File: src/rtl/imem_arbiter_if.sv
// rtl/imem_arbiter_if.sv - requester, memory and status signals of the instruction memory arbiter
interface imem_arbiter_if #(
    parameter int ADDR_W = 14,
    parameter int DATA_W = 19
);
    logic              boot_mode;

    logic              fetch_req;
    logic [ADDR_W-1:0] fetch_address;
    logic              fetch_gnt;
    logic              fetch_valid;
    logic [DATA_W-1:0] fetch_instruction;

    logic              load_req;
    logic              load_we;
    logic [ADDR_W-1:0] load_address;
    logic [DATA_W-1:0] load_wdata;
    logic              load_gnt;
    logic              load_rvalid;
    logic [DATA_W-1:0] load_rdata;

    logic              mem_en;
    logic              mem_we;
    logic [ADDR_W-1:0] mem_address;
    logic [DATA_W-1:0] mem_wdata;
    logic [DATA_W-1:0] mem_rdata;

    logic              busy;

    // Arbiter side
    modport slave (
        input  boot_mode,
        input  fetch_req, fetch_address,
        output fetch_gnt, fetch_valid, fetch_instruction,
        input  load_req, load_we, load_address, load_wdata,
        output load_gnt, load_rvalid, load_rdata,
        output mem_en, mem_we, mem_address, mem_wdata,
        input  mem_rdata,
        output busy
    );

    // Requester and memory side
    modport master (
        output boot_mode,
        output fetch_req, fetch_address,
        input  fetch_gnt, fetch_valid, fetch_instruction,
        output load_req, load_we, load_address, load_wdata,
        input  load_gnt, load_rvalid, load_rdata,
        input  mem_en, mem_we, mem_address, mem_wdata,
        output mem_rdata,
        input  busy
    );
endinterface

File: src/rtl/imem_arbiter.sv
// rtl/imem_arbiter.sv - fetch/loader arbiter for the instruction memory port; IMEM_ARB_STATS_EN adds grant/stall counters
module imem_arbiter #(
    parameter int ADDR_W         = 14,
    parameter int DATA_W         = 19,
    parameter int LOAD_BURST_MAX = 4
) (
    input  logic                clk,
    input  logic                reset,
    imem_arbiter_if.slave       bus
`ifdef IMEM_ARB_STATS_EN
    ,
    output logic [31:0]         fetch_grant_count,
    output logic [31:0]         load_grant_count,
    output logic [31:0]         fetch_stall_count
`endif
);
    localparam int CNT_W = $clog2(LOAD_BURST_MAX + 1);

    typedef enum logic {
        ST_RUN  = 1'b0,
        ST_BOOT = 1'b1
    } state_t;

    state_t            r_state;
    state_t            w_state_nxt;
    logic [CNT_W-1:0]  r_burst_cnt;
    logic              r_tag_fetch;
    logic              r_tag_load;
    logic [DATA_W-1:0] r_fetch_data;
    logic [DATA_W-1:0] r_load_data;

    logic              w_fetch_turn;
    logic              w_fetch_gnt;
    logic              w_load_gnt;
    logic              w_fetch_valid;
    logic              w_load_rvalid;

    // Fetch is owed its slot once the loader has used up its burst while fetch waited
    assign w_fetch_turn = bus.fetch_req && (r_burst_cnt >= CNT_W'(LOAD_BURST_MAX));

    // State register
    always_ff @(posedge clk) begin
        if (reset) begin
            r_state <= ST_RUN;
        end else begin
            r_state <= w_state_nxt;
        end
    end

    // Next state and grant decision; all outputs are forced low while reset is held
    always_comb begin
        w_state_nxt = r_state;
        w_fetch_gnt = 1'b0;
        w_load_gnt  = 1'b0;
        case (r_state)
            ST_RUN: begin
                if (bus.boot_mode) begin
                    w_state_nxt = ST_BOOT;
                end
                if (!reset) begin
                    if (bus.load_req && !w_fetch_turn) begin
                        w_load_gnt = 1'b1;
                    end else if (bus.fetch_req) begin
                        w_fetch_gnt = 1'b1;
                    end
                end
            end
            ST_BOOT: begin
                if (!bus.boot_mode) begin
                    w_state_nxt = ST_RUN;
                end
                if (!reset) begin
                    w_load_gnt = bus.load_req;
                end
            end
            default: begin
                w_state_nxt = ST_RUN;
            end
        endcase
    end

    // Loader burst counter: only meaningful in RUN, held untouched during BOOT
    always_ff @(posedge clk) begin
        if (reset) begin
            r_burst_cnt <= '0;
        end else if (r_state == ST_RUN) begin
            if (!bus.fetch_req || w_fetch_gnt) begin
                r_burst_cnt <= '0;
            end else if (w_load_gnt && (r_burst_cnt < CNT_W'(LOAD_BURST_MAX))) begin
                r_burst_cnt <= r_burst_cnt + 1'b1;
            end
        end
    end

    // Owner tag: remembers who issued the read now in flight in the memory
    always_ff @(posedge clk) begin
        if (reset) begin
            r_tag_fetch <= 1'b0;
            r_tag_load  <= 1'b0;
        end else begin
            r_tag_fetch <= w_fetch_gnt;
            r_tag_load  <= w_load_gnt && !bus.load_we;
        end
    end

    assign w_fetch_valid = r_tag_fetch && !reset;
    assign w_load_rvalid = r_tag_load && !reset;

    // Holding registers keep the last returned word visible while valid is low
    always_ff @(posedge clk) begin
        if (reset) begin
            r_fetch_data <= '0;
            r_load_data  <= '0;
        end else begin
            if (w_fetch_valid) begin
                r_fetch_data <= bus.mem_rdata;
            end
            if (w_load_rvalid) begin
                r_load_data <= bus.mem_rdata;
            end
        end
    end

    assign bus.fetch_gnt         = w_fetch_gnt;
    assign bus.load_gnt          = w_load_gnt;
    assign bus.fetch_valid       = w_fetch_valid;
    assign bus.load_rvalid       = w_load_rvalid;
    assign bus.fetch_instruction = w_fetch_valid ? bus.mem_rdata : r_fetch_data;
    assign bus.load_rdata        = w_load_rvalid ? bus.mem_rdata : r_load_data;

    assign bus.mem_en      = w_fetch_gnt || w_load_gnt;
    assign bus.mem_we      = w_load_gnt && bus.load_we;
    assign bus.mem_address = w_load_gnt  ? bus.load_address  :
                             w_fetch_gnt ? bus.fetch_address : '0;
    assign bus.mem_wdata   = w_load_gnt  ? bus.load_wdata    : '0;

    assign bus.busy = !reset && ((r_state == ST_BOOT) || w_load_gnt);

`ifdef IMEM_ARB_STATS_EN
    logic [31:0] r_fetch_grant_count;
    logic [31:0] r_load_grant_count;
    logic [31:0] r_fetch_stall_count;

    // Saturating activity counters
    always_ff @(posedge clk) begin
        if (reset) begin
            r_fetch_grant_count <= '0;
            r_load_grant_count  <= '0;
            r_fetch_stall_count <= '0;
        end else begin
            if (w_fetch_gnt && (r_fetch_grant_count != 32'hFFFF_FFFF)) begin
                r_fetch_grant_count <= r_fetch_grant_count + 32'd1;
            end
            if (w_load_gnt && (r_load_grant_count != 32'hFFFF_FFFF)) begin
                r_load_grant_count <= r_load_grant_count + 32'd1;
            end
            if (bus.fetch_req && !w_fetch_gnt && (r_fetch_stall_count != 32'hFFFF_FFFF)) begin
                r_fetch_stall_count <= r_fetch_stall_count + 32'd1;
            end
        end
    end

    assign fetch_grant_count = r_fetch_grant_count;
    assign load_grant_count  = r_load_grant_count;
    assign fetch_stall_count = r_fetch_stall_count;
`endif
endmodule

File: src/flat_wrapper.sv
// flat-port wrapper written by rule: the top's interface ports become plain ports
module imem_arbiter_flat 
#(
    parameter int ADDR_W         = 14,
    parameter int DATA_W         = 19,
    parameter int LOAD_BURST_MAX = 4
)
  (clk, reset, bus_boot_mode, bus_fetch_req, bus_fetch_address, bus_fetch_gnt, bus_fetch_valid, bus_fetch_instruction, bus_load_req, bus_load_we, bus_load_address, bus_load_wdata, bus_load_gnt, bus_load_rvalid, bus_load_rdata, bus_mem_en, bus_mem_we, bus_mem_address, bus_mem_wdata, bus_mem_rdata, bus_busy);
  imem_arbiter_if #(.ADDR_W(ADDR_W), .DATA_W(DATA_W)) bus_i ();
  input  logic clk;
  input  logic reset;
  input wire logic [$bits(bus_i.boot_mode)-1:0] bus_boot_mode;
  input wire logic [$bits(bus_i.fetch_req)-1:0] bus_fetch_req;
  input wire logic [$bits(bus_i.fetch_address)-1:0] bus_fetch_address;
  output wire logic [$bits(bus_i.fetch_gnt)-1:0] bus_fetch_gnt;
  output wire logic [$bits(bus_i.fetch_valid)-1:0] bus_fetch_valid;
  output wire logic [$bits(bus_i.fetch_instruction)-1:0] bus_fetch_instruction;
  input wire logic [$bits(bus_i.load_req)-1:0] bus_load_req;
  input wire logic [$bits(bus_i.load_we)-1:0] bus_load_we;
  input wire logic [$bits(bus_i.load_address)-1:0] bus_load_address;
  input wire logic [$bits(bus_i.load_wdata)-1:0] bus_load_wdata;
  output wire logic [$bits(bus_i.load_gnt)-1:0] bus_load_gnt;
  output wire logic [$bits(bus_i.load_rvalid)-1:0] bus_load_rvalid;
  output wire logic [$bits(bus_i.load_rdata)-1:0] bus_load_rdata;
  output wire logic [$bits(bus_i.mem_en)-1:0] bus_mem_en;
  output wire logic [$bits(bus_i.mem_we)-1:0] bus_mem_we;
  output wire logic [$bits(bus_i.mem_address)-1:0] bus_mem_address;
  output wire logic [$bits(bus_i.mem_wdata)-1:0] bus_mem_wdata;
  input wire logic [$bits(bus_i.mem_rdata)-1:0] bus_mem_rdata;
  output wire logic [$bits(bus_i.busy)-1:0] bus_busy;
  assign bus_i.boot_mode = bus_boot_mode;
  assign bus_i.fetch_req = bus_fetch_req;
  assign bus_i.fetch_address = bus_fetch_address;
  assign bus_fetch_gnt = bus_i.fetch_gnt;
  assign bus_fetch_valid = bus_i.fetch_valid;
  assign bus_fetch_instruction = bus_i.fetch_instruction;
  assign bus_i.load_req = bus_load_req;
  assign bus_i.load_we = bus_load_we;
  assign bus_i.load_address = bus_load_address;
  assign bus_i.load_wdata = bus_load_wdata;
  assign bus_load_gnt = bus_i.load_gnt;
  assign bus_load_rvalid = bus_i.load_rvalid;
  assign bus_load_rdata = bus_i.load_rdata;
  assign bus_mem_en = bus_i.mem_en;
  assign bus_mem_we = bus_i.mem_we;
  assign bus_mem_address = bus_i.mem_address;
  assign bus_mem_wdata = bus_i.mem_wdata;
  assign bus_i.mem_rdata = bus_mem_rdata;
  assign bus_busy = bus_i.busy;
  imem_arbiter #(.ADDR_W(ADDR_W), .DATA_W(DATA_W), .LOAD_BURST_MAX(LOAD_BURST_MAX)) u_core (.clk(clk), .reset(reset), .bus(bus_i));
endmodule
File: config.mk
export PLATFORM = sky130hd
export DESIGN_NAME = imem_arbiter_flat
export DESIGN_NICKNAME = d
export VERILOG_FILES = /design/src/rtl/imem_arbiter_if.sv /design/src/rtl/imem_arbiter.sv /design/src/flat_wrapper.sv
export SDC_FILE = /design/constraint.sdc
export NUM_CORES = 1
export LEC_CHECK = 0
export CAP_MARGIN = 20
export CORE_MARGIN = 2
export CORE_UTILIZATION = 37
export DETAILED_ROUTE_END_ITERATION = 8
export PLACE_DENSITY = 0.81
export SLEW_MARGIN = 20
export SYNTH_ARGS = -nofsm -noshare
export SYNTH_HDL_FRONTEND = slang
export SYNTH_SLANG_ARGS = --single-unit
File: constraint.sdc
create_clock -name clk -period 2 [get_ports clk]
set_clock_uncertainty 0.15 [all_clocks]
set_input_delay 0.4 -clock clk [delete_from_list [all_inputs] [get_ports clk]]
set_output_delay 0.4 -clock clk [all_outputs]
set_load 0.01 [all_outputs]
== Yosys cells after proc, flatten, opt, wreduce, memory -nomap -nowiden ==
Index checks and enable logic that the tools add are counted.

* Register bits: 44
* Latch bits: 0
* RAM bits: 0
* Memory bits (read-only): 0
* Input port bits: 72
* Output and inout port bits: 78
* Logic and storage cells: 43
* Memories kept: 0

* Add/sub/neg operators: 1
* Multipliers: 0
* Div/mod/pow operators: 0
* Order comparisons: 2
* Eq/ne operators: 0
* Shifts and indexed selects: 0
* Mux-type cells: 16
* Bitwise operators: 1
* Reduce and logical (&&, ||, !) cells: 17

{| class="wikitable"
|+ Operators with widths
! kind !! number
|-
| 19-bit two-way mux || 3
|-
| 14-bit two-way mux || 2
|-
| 1-bit logical AND || 8
|-
| 1-bit two-way mux || 8
|-
| 3-bit two-way mux || 2
|-
| 1-bit zero test || 4
|-
| 3-bit by 1-bit adder with 3-bit output (second input constant) || 1
|-
| 3-bit >= comparator (second input constant) || 1
|-
| 1-bit logical OR || 3
|-
| 3-bit less-than comparator (second input constant) || 1
|-
| 1-bit case mux with 2 select lines || 1
|-
| 2-bit AND reduction || 1
|-
| 2-bit nonzero test || 1
|-
| 1-bit NOT || 1
|}

== Logic depth before layout (Yosys ltp) ==
Gate-level depths: netlist of the first run.

* Word-level depth: 10
* Mapped depth: 4
* Mapped depth without buffers: 4

== Least setup slack after synthesis of the first run ==
OpenSTA, ideal clock, no wires.

* Path kind: input-to-output
* Start point: input bus_load_req
* End point: output bus_mem_wdata[10]
* Arrival: 1256 ps
* Data required time: 1450 ps
* Path slack: 194 ps
* Stages on the path: 4
* Buffers on the path: 1
* Cells stage by stage: inv_1 > a311oi_4 > buf_6 > and2_1

* Cells in the longest elaborated chain, start to end: 5
* Elaborated cells between the ends (all ways): 6
* Those cells by class: 5 x mux; 1 x reduce/logical

{| class="wikitable"
|+ Ends and longest elaborated chain
! item !! line !! source
|-
| from (decl) || flat_wrapper.sv:18 || <nowiki>input wire logic [$bits(bus_i.load_req)-1:0] bus_load_req;</nowiki>
|-
| 1-bit logical AND || imem_arbiter.sv:61 || <nowiki>if (bus.load_req && !w_fetch_turn) begin</nowiki>
|-
| 1-bit two-way mux || imem_arbiter.sv:61 ||
|-
| 1-bit two-way mux || imem_arbiter.sv:60 || <nowiki>if (!reset) begin</nowiki>
|-
| 1-bit case mux with 2 select lines * || imem_arbiter.sv:55 || <nowiki>case (r_state)</nowiki>
|-
| net bus_load_gnt || flat_wrapper.sv:22 || <nowiki>output wire logic [$bits(bus_i.load_gnt)-1:0] bus_load_gnt;</nowiki>
|-
| 19-bit two-way mux * || imem_arbiter.sv:135 || <nowiki>assign bus.mem_wdata = w_load_gnt ? bus.load_wdata : '0;</nowiki>
|-
| to (decl) || flat_wrapper.sv:28 || <nowiki>output wire logic [$bits(bus_i.mem_wdata)-1:0] bus_mem_wdata;</nowiki>
|}

The timed path passes the listed nets; every way through them passes the cells marked *.

== Worst setup path after layout of the first run ==
* Start point: register u_core.r_state
* End point: output bus_mem_address[7]

* Cells in the longest elaborated chain, start to end: 3
* Elaborated cells between the ends (all ways): 5
* Those cells by class: 4 x mux; 1 x bitwise

{| class="wikitable"
|+ Ends and longest elaborated chain
! item !! line !! source
|-
| from (decl) || imem_arbiter.sv:24 || <nowiki>state_t r_state;</nowiki>
|-
| from (signal assigned) || imem_arbiter.sv:46 || <nowiki>r_state <= w_state_nxt;</nowiki>
|-
| 1-bit NOT (no line) / 1-bit two-way mux (equally long branches) || - ||
|-
| 1-bit case mux with 2 select lines / 14-bit two-way mux (equally long branches) || imem_arbiter.sv:55, imem_arbiter.sv:134 ||
|-
| 14-bit two-way mux * || imem_arbiter.sv:133 || <nowiki>assign bus.mem_address = w_load_gnt ? bus.load_address :</nowiki>
|-
| to (decl) || flat_wrapper.sv:27 || <nowiki>output wire logic [$bits(bus_i.mem_address)-1:0] bus_mem_address;</nowiki>
|}

Every way passes the cells marked *; elsewhere a longest branch is shown, timed or not.

==> key figures, run 1 <==
Critical path
  • Critical Path AT: 1.65 ns
  • Critical path data required time: 1.45 ns
  • Number of cells on the worst reg-to-reg path: 5
  • Dominant cell type by count on the critical path: sky130_fd_sc_hd__buf_6
  • Highest-delay cell along the critical path: sky130_fd_sc_hd__dfxtp_2
  • List of cells traversed by the critical path: inv_2 -> a311oi_4 -> buf_6 -> buf_12 -> clkbuf_16 -> a22o_1 -> buf_6
  • Longest individual stage delay on the worst path: 0.35 ns
  • Critical path class: register to output port
  • Category of the worst setup path capture point: output port
  • Worst Setup Start Kind: register
  • Largest fanout of any net on the critical path: 5

Yosys
  • Synth Cell Area: 2360 um^2
  • Most instantiated flip-flop cell in the synthesis netlist: sky130_fd_sc_hd__dfxtp_1
  • Count of flip-flops with a built-in enable after synthesis: 0
  • Cells taking the most area after synthesis: sky130_fd_sc_hd__dfxtp_1 37%, sky130_fd_sc_hd__mux2i_1 16%, sky130_fd_sc_hd__mux2_2 15%
  • Post-synthesis async set-or-reset flop share: 0%
  • Synth Register Bits: 44
  • Most common cell in the synthesized netlist: sky130_fd_sc_hd__dfxtp_1
  • Cell types with the highest counts after synthesis: 44 x sky130_fd_sc_hd__dfxtp_1, 39 x sky130_fd_sc_hd__nor2_1, 38 x sky130_fd_sc_hd__mux2i_1, 32 x sky130_fd_sc_hd__mux2_2, 20 x sky130_fd_sc_hd__and2_1
  • Number of warnings printed during yosys synthesis: 0
  • Sequential element share of the synthesized area: 37.3%
  • Count of different cell masters after synthesis: 26
  • Post-synth top area share: 37.3%
  • Post-Syn Nets: 309
  • Mean instance size in the synthesized netlist: 9.99 um^2
  • Instance count of the mapped netlist: 236
  • Most area-hungry cell type in the Yosys netlist: sky130_fd_sc_hd__dfxtp_1

Route
  • DRC violations left: 0
  • Total routed wirelength: 8.82 mm
  • Routed WL per cell: 17.2 um
  • Detailed-route vias per instance: 4.98
  • Post-route ant nets: 0
  • Starting DRT DRC Count: 69
  • Drt pass-1 iters: 4
  • Via count of the routed design: 2551

Cells and area
  • Share of final-layout standard cells stronger than drive strength 1: 46.7%
  • Util after Layout: 74.2%
  • Area overhead of the layout relative to synthesis: 96.4%
  • Finished layout cell area: 4630 um^2
  • Count of inserted antenna diode cells: 0
  • Final net count: 507
  • Final non-filler cell total: 512
  • Fill count: 452
  • Footprint of the multi-input gates: 1500 um^2
  • Sequential cell area in the final layout: 886 um^2

Clock network
  • Buffer depth of the longest clock path: 2
  • CTS H-Tree Depth: 2
  • Clock sink count: 44
  • TritonCTS clock tree: yes
  • Clock input transition at the sequential cells of the worst setup and hold paths: 0.08 ns
  • Buffer cell driving the clock tree root: sky130_fd_sc_hd__clkbuf_8
  • Number of buffers inserted during clock tree synthesis: 5
  • Insertion delay to the later sink of the worst-skew pair: 0.29 ns

Timing
  • Max-Slew Margin vs Limit: 75.8%
  • Setup WS post-layout: -0.199 ns
  • Share of the clock period used by the worst path after layout: 110%
  • Tightest hold margin: 0.290 ns
  • Transition at the pin with the smallest max-transition slack: 0.363 ns
  • Top achievable clock speed: 0.455 GHz
  • Number of pins with negative max-slew slack in the final report: 0
  • Number of hold violations in the final report: 0
  • Setup repair after global routing missed its margin: yes
  • Post-layout min period: 2.20 ns
  • Final setup fails: 54

Hold path
  • Hold WC Path Type: primary input to register
  • Worst hold path cell count: 3

Placed design
  • Count of buffers from port buffering: 149
  • Sum of net half-perimeters after detailed placement: 5.77 mm
  • Placer Congestion: 0.799
  • Inst Count DP: 479
  • Placed cell areas: 4140 um^2

Status
  • Run status: complete, but fails checks
  • Failing checks: setup timing

Die
  • Die extent in x: 83.8 um
  • Area of the placeable core: 6240 um^2
  • Y dimension of the die: 83.8 um
  • Total number of placement rows: 29
  • Starting density of the core: 37.8%
  • Total Die Area: 7030 um^2
  • IO Count: 150

Power and ir drop
  • Max VDD drop: 0.276 mV
  • Power consumption: 0.00216 W
  • Power density normalized to cell area: 466 nW/um^2
  • Leakage power figure: 2.11 nW

GRT
  • Largest net degree at the start of global routing: 20
  • Global-route usage over all layers: 24.1%
  • Number of global-route vias before repair: 2706
  • GRT overflow: 0
  • Antenna violations before repair: 0
  • Global-route wire length before repair: 13.3 mm

Job
  • Max Cap Viol: 0
==> registers in the layout, summed over array words and instances, names as in the netlist <==
name                 count
u_core.r_fetch_data     19
u_core.r_load_data      19
u_core.r_burst_cnt       3
u_core.r_state           1
u_core.r_tag_fetch       1
u_core.r_tag_load        1
==> repair_timing <==
action / in CTS / in global routing
hold endpoints to repair: 0 / 0
resized for setup: 343 / 64
gates cloned: 8 / 3
buffers inserted: 10 / 10
pin swaps: 11 / 14
endpoints found under the setup margin: 78 / 73
hold buffers: 0 / 0
==> stage by stage <==
| stage | TNS, ns | setup slack (ns) |
|---|---|---|
| 6_report | -5.66 | -0.199 |
| 5_1_grt | -8.73 | -0.247 |
| 4_1_cts | -5.77 | -0.191 |
| 3_5_place_dp | -43.12 | -0.857 |
| 3_3_place_gp | -41.16 | -0.807 |
| 2_1_floorplan | 0 | 0.194 |
==> cells in the final DEF, fill, tap and decap left out, types with 2 or more instances in the layout <==
cell type and n:
sky130_fd_sc_hd__and2_1 6, sky130_fd_sc_hd__dfxtp_2 4, sky130_fd_sc_hd__buf_6 52, sky130_fd_sc_hd__buf_2 18, sky130_fd_sc_hd__clkbuf_2 18, sky130_fd_sc_hd__and2_4 14, sky130_fd_sc_hd__mux2_1 6, sky130_fd_sc_hd__buf_12 3
sky130_fd_sc_hd__mux2_4 20, sky130_fd_sc_hd__nor2_1 39, sky130_fd_sc_hd__buf_16 5, sky130_fd_sc_hd__mux2_2 12, sky130_fd_sc_hd__inv_2 2, sky130_fd_sc_hd__dfxtp_1 40, sky130_fd_sc_hd__clkbuf_8 6, sky130_fd_sc_hd__clkdlybuf4s50_1 68
sky130_fd_sc_hd__a22o_1 14, sky130_fd_sc_hd__clkbuf_16 3, sky130_fd_sc_hd__nand2b_4 2, sky130_fd_sc_hd__a21oi_1 5, sky130_fd_sc_hd__mux2i_1 38, sky130_fd_sc_hd__buf_4 37, sky130_fd_sc_hd__nand2_1 5
==> worst paths after layout <==
kind	to	startpoint	slack [ns]
min reg2reg	u_core.r_burst_cnt[1]$_SDFFE_PP0P_	u_core.r_burst_cnt[1]$_SDFFE_PP0P_	0.32
max reg2reg	u_core.r_burst_cnt[0]$_SDFFE_PP0P_	u_core.r_state$_SDFF_PP0_	0.44
max	bus_mem_address[7]	u_core.r_state$_SDFF_PP0_	-0.20
min	u_core.r_load_data[18]$_SDFF_PP0_	reset	0.29
==> per-layer routing <==
metal	up-vias	part of all wire, %	global-route usage [%]	wire (um)
met5	-	0	0	0
met4	0	2.7	8.06	236
met3	15	5.5	5.44	482
met2	101	57	48.1	5000
met1	1216	35	24.0	3110
li1	1219	-	-	-
==> kinds of logic after synthesis <==
| family | synth area share (%) |
|---|---|
| buf+inv | 4.77 |
| fa+ha+maj | 0.530 |
| mux | 34.3 |
| simple gates | 15.7 |
| compound gates | 7.37 |
| flops | 37.3 |
==> area by class of cell <==
type,count,share of cell area [%]
clock buffer,7,1.86
multi-input combinational,172,32.4
sequential,44,19.1
timing repair buffer,208,44.1
inverter,3,0.243
clock inverter,1,0.162
tap,77,2.08
==> report_power, final <==
group	total (W)	switching [W]	internal (W)
logic	0.000664	0.000248	0.000415
clock network	0.000575	0.000295	0.000281
registers	0.000921	0.0000163	0.000905
==> critical path: cells and delay by family (launching register included) <==
family / cells / cell delay, ns
buffers and inverters: 5 / 0.59
AO/OA/AOI/OAI: 2 / 0.39
flip-flops: 1 / 0.35
(Power assumes the default switching activity.)
==> run 2, diff against run 1 <==
- CTS_CLUSTER_SIZE: unset -> 16
- REMOVE_ABC_BUFFERS: unset -> 1
==> run 2 against run 1 <==
  * Register-to-register slack improved by 0.02 ns
  * The flow still finishes with violations (setup timing)
  * Combinational power rose by 3.6%
  * Highest routed layer unchanged
  * Final area rose by 4.1%
  * Maximum frequency fell by 2.4%
  * Routed wire length rose by 9.3%
  * Worst setup slack got worse by 0.053 ns
  * Count of clock-buffer cells in the layout did not move
  * Cell count rose by 2.0%
==> key figures, run 2 (synthesis gave the netlist of run 1 again) <==
Power and ir drop
  • Power consumption: 0.00218 W (+1.1%)
  • Power density normalized to cell area: 453 nW/um^2 (-2.9%)
  • Leakage power figure: 2.21 nW (+4.8%)
  • Max VDD drop: 0.281 mV (+1.6%)

Timing
  • Final setup fails: 54 (unchanged)
  • Share of the clock period used by the worst path after layout: 113% (+2.7 points)
  • Max-Slew Margin vs Limit: 76.9% (+1.0 points)
  • Setup WS post-layout: -0.252 ns (-0.0532 ns)
  • Tightest hold margin: 0.328 ns (+0.0386 ns)
  • Number of pins with negative max-slew slack in the final report: 0 (unchanged)
  • Number of hold violations in the final report: 0 (unchanged)
  • Setup repair after global routing missed its margin: yes
  • Transition at the pin with the smallest max-transition slack: 0.347 ns (-0.0154 ns)
  • Post-layout min period: 2.25 ns (+0.0532 ns)
  • Top achievable clock speed: 0.444 GHz (-2.4%)

Placed design
  • Pre-CTS setup slack: -0.844 ns (+0.0129 ns)
  • Placer Congestion: 0.842 (+5.3%)
  • Count of buffers from port buffering: 149 (unchanged)
  • Placed cell areas: 4150 um^2 (+0.42%)
  • Sum of net half-perimeters after detailed placement: 5.81 mm (+0.70%)

Cells and area
  • Highest-count cells in the layout ignoring fill and taps: 80 x sky130_fd_sc_hd__buf_6, 68 x sky130_fd_sc_hd__clkdlybuf4s50_1, 40 x sky130_fd_sc_hd__dfxtp_1, 39 x sky130_fd_sc_hd__nor2_1, 38 x sky130_fd_sc_hd__mux2i_1
  • Top flop regs: u_core.r_fetch_data: 19 flops, u_core.r_load_data: 19 flops, u_core.r_burst_cnt: 3 flops
  • Final net count: 517 (+2.0%)
  • Util after Layout: 77.3% (+3.1 points)
  • Finished layout cell area: 4820 um^2 (+4.1%)
  • Area overhead of the layout relative to synthesis: 105%
  • Share of final-layout standard cells stronger than drive strength 1: 48.3% (+1.6 points)
  • Most common library cell in the layout ignoring fill and taps: sky130_fd_sc_hd__buf_6
  • Count of inserted antenna diode cells: 0 (unchanged)

GRT
  • Antenna violations before repair: 0 (unchanged)
  • Number of global-route vias before repair: 2873 (+6.2%)
  • Largest net degree at the start of global routing: 20 (unchanged)
  • Global-route wire length before repair: 14.4 mm (+8.1%)
  • Global-route usage over all layers: 26.1% (+2.0 points)
  • GRT overflow: 0 (unchanged)

Die
  • Total number of placement rows: 29 (unchanged)
  • Total Die Area: 7030 um^2 (unchanged)
  • Y dimension of the die: 83.8 um (unchanged)
  • Area of the placeable core: 6240 um^2 (unchanged)
  • IO Count: 150 (unchanged)
  • Starting density of the core: 37.8% (unchanged)
  • Die extent in x: 83.8 um (unchanged)

Route
  • Via count of the routed design: 2660 (+4.3%)
  • Drt pass-1 iters: 4 (unchanged)
  • Routed WL per cell: 18.5 um (+7.2%)
  • Total routed wirelength: 9.64 mm (+9.3%)
  • Detailed-route vias per instance: 5.10 (+2.3%)
  • Starting DRT DRC Count: 76 (+10%)
  • Post-route ant nets: 0 (unchanged)
  • DRC violations left: 0 (unchanged)

Clock network
  • Number of buffers inserted during clock tree synthesis: 5 (unchanged)
  • Buffer depth of the longest clock path: 2 (unchanged)
  • Hold-fix buffers, CTS: 0 (unchanged)
  • Insertion delay to the later sink of the worst-skew pair: 0.29 ns (about the same)
  • Buffer cell driving the clock tree root: sky130_fd_sc_hd__clkbuf_8
  • TritonCTS clock tree: yes
  • Clock sink count: 44 (unchanged)
  • CTS H-Tree Depth: 2 (unchanged)
  • Clock input transition at the sequential cells of the worst setup and hold paths: 0.08 ns (about the same)

Critical path
  • Critical path data required time: 1.45 ns (about the same)
  • Largest fanout of any net on the critical path: 8 (+3)
  • Category of the worst setup path capture point: output port
  • Worst Setup Start Kind: register
  • Number of cells on the worst reg-to-reg path: 4 (-1)
  • Critical path class: register to output port
  • Critical Path AT: 1.70 ns (+0.05 ns)

Status
  • Failing checks: setup timing
  • Run status: complete, but fails checks

Job
  • Max Cap Viol: 0 (unchanged)

Hold path
  • Worst hold path cell count: 3 (unchanged)
  • Hold WC Path Type: primary input to register
## run 2: layer usage
metal	routed length (um)	track usage [%]	up-vias	part of all wire [%]
met5	0	0	-	0
met4	379	14.1	0	3.9
met3	606	8.01	28	6.3
met2	5270	48.8	118	55
met1	3380	25.4	1282	35
li1	-	-	1232	-
## run 2: worst paths after layout
path	start	end	slack (ns)
max	u_core.r_burst_cnt[2]$_SDFFE_PP0P_	bus_mem_address[12]	-0.25
max reg2reg	u_core.r_state$_SDFF_PP0_	u_core.r_burst_cnt[0]$_SDFFE_PP0P_	0.46
min reg2reg	u_core.r_burst_cnt[1]$_SDFFE_PP0P_	u_core.r_burst_cnt[1]$_SDFFE_PP0P_	0.33
min	reset	u_core.r_burst_cnt[1]$_SDFFE_PP0P_	0.33
## run 2: worst max-delay path, stage by stage, from the launching register on
cell,delay [ns]
sky130_fd_sc_hd__dfxtp_4,0.36
sky130_fd_sc_hd__buf_6,0.11
sky130_fd_sc_hd__a311oi_4,0.25
sky130_fd_sc_hd__buf_6,0.20
sky130_fd_sc_hd__buf_12,0.13
sky130_fd_sc_hd__buf_6,0.09
sky130_fd_sc_hd__a22o_1,0.12
sky130_fd_sc_hd__buf_2,0.13
## run 2: report_power, final
part	internal, W	leakage [nW]	switching [W]
Clock	0.000281	0.0445	0.000294
Combinational	0.000429	1.81	0.000259
Sequential	0.000903	0.360	0.0000174
Total	0.00161	2.21	0.000570
## run 2: through the flow
step                      TNS [ns]  cells
after global routing         -9.08    522
after CTS                    -8.37    526
after global placement      -40.62    483
after detailed placement    -42.25    483
after floorplan             -32.12    219
final                        -6.31    522
## run 2: area by class of cell
type	count	area, um^2
timing repair buffer	218	2180
multi-input combinational	172	1550
fill	403	1420
sequential	44	888
tap	77	96.3
clock buffer	7	86.3
inverter	3	11.3
clock inverter	1	7.51
## run 2: what timing repair did
item,4_1_cts,5_1_grt
setup buffers,28,6
pin swaps,10,16
resized for setup,343,129
cloned,9,0
endpoints found under the setup margin,78,77
==> run 3, diff against run 2 <==
--- a/config.mk
+++ b/config.mk
@@ -8,3 +8,2 @@
 export CAP_MARGIN = 20
-export CORE_MARGIN = 2
 export CORE_UTILIZATION = 37
@@ -14,2 +13,3 @@
 export REMOVE_ABC_BUFFERS = 1
+export SKIP_CTS_REPAIR_TIMING = 1
 export SLEW_MARGIN = 20
==> constraint.sdc (replaced) <==
create_clock -name clk -period 2 [get_ports clk]
set_clock_uncertainty 0.15 [all_clocks]
set_input_delay 0.3 -clock clk [delete_from_list [all_inputs] [get_ports clk]]
set_output_delay 0.3 -clock clk [all_outputs]
set_load 0.01 [all_outputs]
==> run 3 against run 2 <==
  * Largest cell class unchanged
  * Power fell by 0.31%
  * Maximum frequency barely moved
  * Via count fell by 7.6%
  * The flow still finishes with violations (setup timing)
  * Hold slack got worse by 0.033 ns
==> key figures, run 3 (synthesis gave the netlist of run 1 again) <==
GRT
  • Number of global-route vias before repair: 2299 (-20%)
  • Largest net degree at the start of global routing: 25 (+25%)
  • GRT overflow: 0 (unchanged)
  • Global-route wire length before repair: 10.5 mm (-27%)
  • Antenna violations before repair: 0 (unchanged)
  • Global-route usage over all layers: 20.8% (-5.4 points)

Die
  • Y dimension of the die: 81.8 um (-2.4%)
  • Total number of placement rows: 28 (-3.4%)
  • IO Count: 150 (unchanged)
  • Die extent in x: 81.8 um (-2.4%)
  • Starting density of the core: 39.1% (+1.3 points)
  • Total Die Area: 6700 um^2 (-4.7%)
  • Area of the placeable core: 6030 um^2 (-3.4%)

Status
  • Failing checks: setup timing
  • Run status: complete, but fails checks

Clock network
  • Buffer cell driving the clock tree root: sky130_fd_sc_hd__clkbuf_8
  • Buffer depth of the longest clock path: 2 (unchanged)
  • CTS H-Tree Depth: 2 (unchanged)
  • TritonCTS clock tree: yes
  • Clock input transition at the sequential cells of the worst setup and hold paths: 0.08 ns (about the same)
  • Insertion delay to the later sink of the worst-skew pair: 0.29 ns (about the same)
  • Number of buffers inserted during clock tree synthesis: 5 (unchanged)
  • Clock sink count: 44 (unchanged)

Placed design
  • Inst Count DP: 469 (-2.9%)
  • Count of buffers from port buffering: 149 (unchanged)
  • Placed cell areas: 4060 um^2 (-2.2%)
  • Sum of net half-perimeters after detailed placement: 5.65 mm (-2.8%)
  • Placer Congestion: 0.799 (-5.1%)

Route
  • Via count of the routed design: 2459 (-7.6%)
  • Total routed wirelength: 8.17 mm (-15%)
  • Post-route ant nets: 0 (unchanged)
  • Detailed-route vias per instance: 4.99 (-2.1%)
  • Routed WL per cell: 16.6 um (-10%)
  • WL met3: 559 um (-7.8%)
  • Met2 routed wirelength: 4.46 mm (-15%)
  • Drt pass-1 iters: 4 (unchanged)
  • Highest metal used: met4
  • Wire length the detailed router placed on met1: 2.87 mm (-15%)
  • Starting DRT DRC Count: 59 (-22%)
  • DRC violations left: 0 (unchanged)

Power and ir drop
  • Power consumption: 0.00218 W (-0.31%)
  • Internal power: 0.00165 W (+2.2%)
  • Switching power of the nets: 0.000528 W (-7.3%)
  • Clock network power share: 30.1% (+3.8 points)
  • Sw Ratio: 24.3% (-1.8 points)
  • Power density normalized to cell area: 485 nW/um^2 (+7.1%)
  • Register share of total power: 42.2% (about the same)
  • Leakage power figure: 2.50 nW (+13%)
  • Part of the power in combinational logic: 27.7% (-3.8 points)
  • Max VDD drop: 0.403 mV (+43%)

Timing
  • Transition at the pin with the smallest max-transition slack: 0.351 ns (+0.00428 ns)
  • Setup repair after global routing missed its margin: yes
  • Max-Slew Margin vs Limit: 76.6% (-0.29 points)
  • Final setup fails: 36 (-33%)
  • Setup WS post-layout: -0.251 ns (+0.00145 ns)
  • Tightest hold margin: 0.295 ns (-0.0332 ns)
  • Number of hold violations in the final report: 0 (unchanged)
  • Number of pins with negative max-slew slack in the final report: 0 (unchanged)
  • Share of the clock period used by the worst path after layout: 113% (about the same)
  • Post-layout min period: 2.25 ns (-0.00145 ns)
  • Top achievable clock speed: 0.444 GHz (about the same)

Cells and area
  • Count of inserted antenna diode cells: 0 (unchanged)
  • Highest-count cells in the layout ignoring fill and taps: 76 x sky130_fd_sc_hd__clkdlybuf4s50_1, 41 x sky130_fd_sc_hd__dfxtp_1, 39 x sky130_fd_sc_hd__nor2_1, 39 x sky130_fd_sc_hd__dlymetal6s2s_1, 38 x sky130_fd_sc_hd__mux2i_1
  • Fill count: 404 (+0.25%)
  • Top flop regs: u_core.r_fetch_data: 19 flops, u_core.r_load_data: 19 flops, u_core.r_burst_cnt: 3 flops
  • Share of final-layout standard cells stronger than drive strength 1: 33.7% (-15 points)
  • Util after Layout: 74.5% (-2.8 points)
  • Final non-filler cell total: 493 (-5.6%)
  • Sequential cell area in the final layout: 887 um^2 (-0.14%)
  • Most common library cell in the layout ignoring fill and taps: sky130_fd_sc_hd__clkdlybuf4s50_1
  • Footprint of the multi-input gates: 1430 um^2 (-7.9%)
  • Finished layout cell area: 4490 um^2 (-7.0%)
  • Final net count: 490 (-5.2%)
  • Area overhead of the layout relative to synthesis: 90.3%

Critical path
  • Longest individual stage delay on the worst path: 0.48 ns (+0.12 ns)
  • Critical path class: register to output port
  • Critical Path AT: 1.80 ns (+0.10 ns)
  • List of cells traversed by the critical path: nor2b_4 -> buf_6 -> mux2_2 -> clkdlybuf4s50_1
  • Category of the worst setup path capture point: output port
  • Worst Setup Start Kind: register
  • Highest-delay cell along the critical path: sky130_fd_sc_hd__clkdlybuf4s50_1
  • Number of cells on the worst reg-to-reg path: 4 (unchanged)
  • Largest fanout of any net on the critical path: 10 (+2)
  • Critical path data required time: 1.55 ns (+0.10 ns)

Hold path
  • Hold WC Path Type: primary input to register
  • Worst hold path cell count: 3 (unchanged)

Job
  • Max Cap Viol: 0 (unchanged)
-- run 3: cell count changes in the layout (fill, tap and decap cells not counted), sizes merged, moves of 2 or more --
cell           delta
dlymetal6s2s     +38
clkdlybuf4s50     +8
dlygate4sd2       -2
buf              -67
clkdlybuf4s15     -4
-- run 3: stage by stage --
stage | worst slack, ns | TNS, ns
floorplan | -0.892 | -25.14
global placement | -0.573 | -23.76
detailed placement | -0.603 | -24.89
CTS | -0.605 | -30.17
global route | -0.320 | -7.00
finish | -0.251 | -4.19
-- run 3: path summary, 6_finish.rpt --
check	startpoint	to	slack, ns
min	reset	u_core.r_state$_SDFF_PP0_	0.30
max reg2reg	u_core.r_state$_SDFF_PP0_	u_core.r_burst_cnt[0]$_SDFFE_PP0P_	0.59
max	u_core.r_tag_load$_SDFF_PP0_	bus_load_rdata[7]	-0.25
min reg2reg	u_core.r_burst_cnt[1]$_SDFFE_PP0P_	u_core.r_burst_cnt[1]$_SDFFE_PP0P_	0.33
-- run 3: layer usage --
layer | vias to the layer above | track usage, %
met5 | - | 0
met2 | 115 | 41.3
met1 | 1140 | 20.5
met4 | 0 | 7.19
li1 | 1181 | -
met3 | 23 | 4.89
-- run 3: worst max-delay path: cells and delay by family, from the launching register on --
kind / cells / cell delay (ns)
buf+inv: 2 / 0.65
mux: 1 / 0.35
flops: 1 / 0.34
simple gates: 1 / 0.18
-- run 3: area by class of cell --
type / count / area share [%]
sequential: 44 / 19.8
timing repair buffer: 191 / 43.6
inverter: 3 / 0.251
multi-input combinational: 172 / 31.9
clock inverter: 2 / 0.781
clock buffer: 6 / 1.62
tap: 75 / 2.09
-- run 3: power by group through the flow --
stage	logic, W	registers (W)	clock network, W
floorplan	0.000175	0.000945	0
global placement	0.000555	0.000937	0
detailed placement	0.000562	0.000938	0
CTS	0.000565	0.000918	0.000672
global route	0.000638	0.000921	0.000714
finish	0.000603	0.000917	0.000655
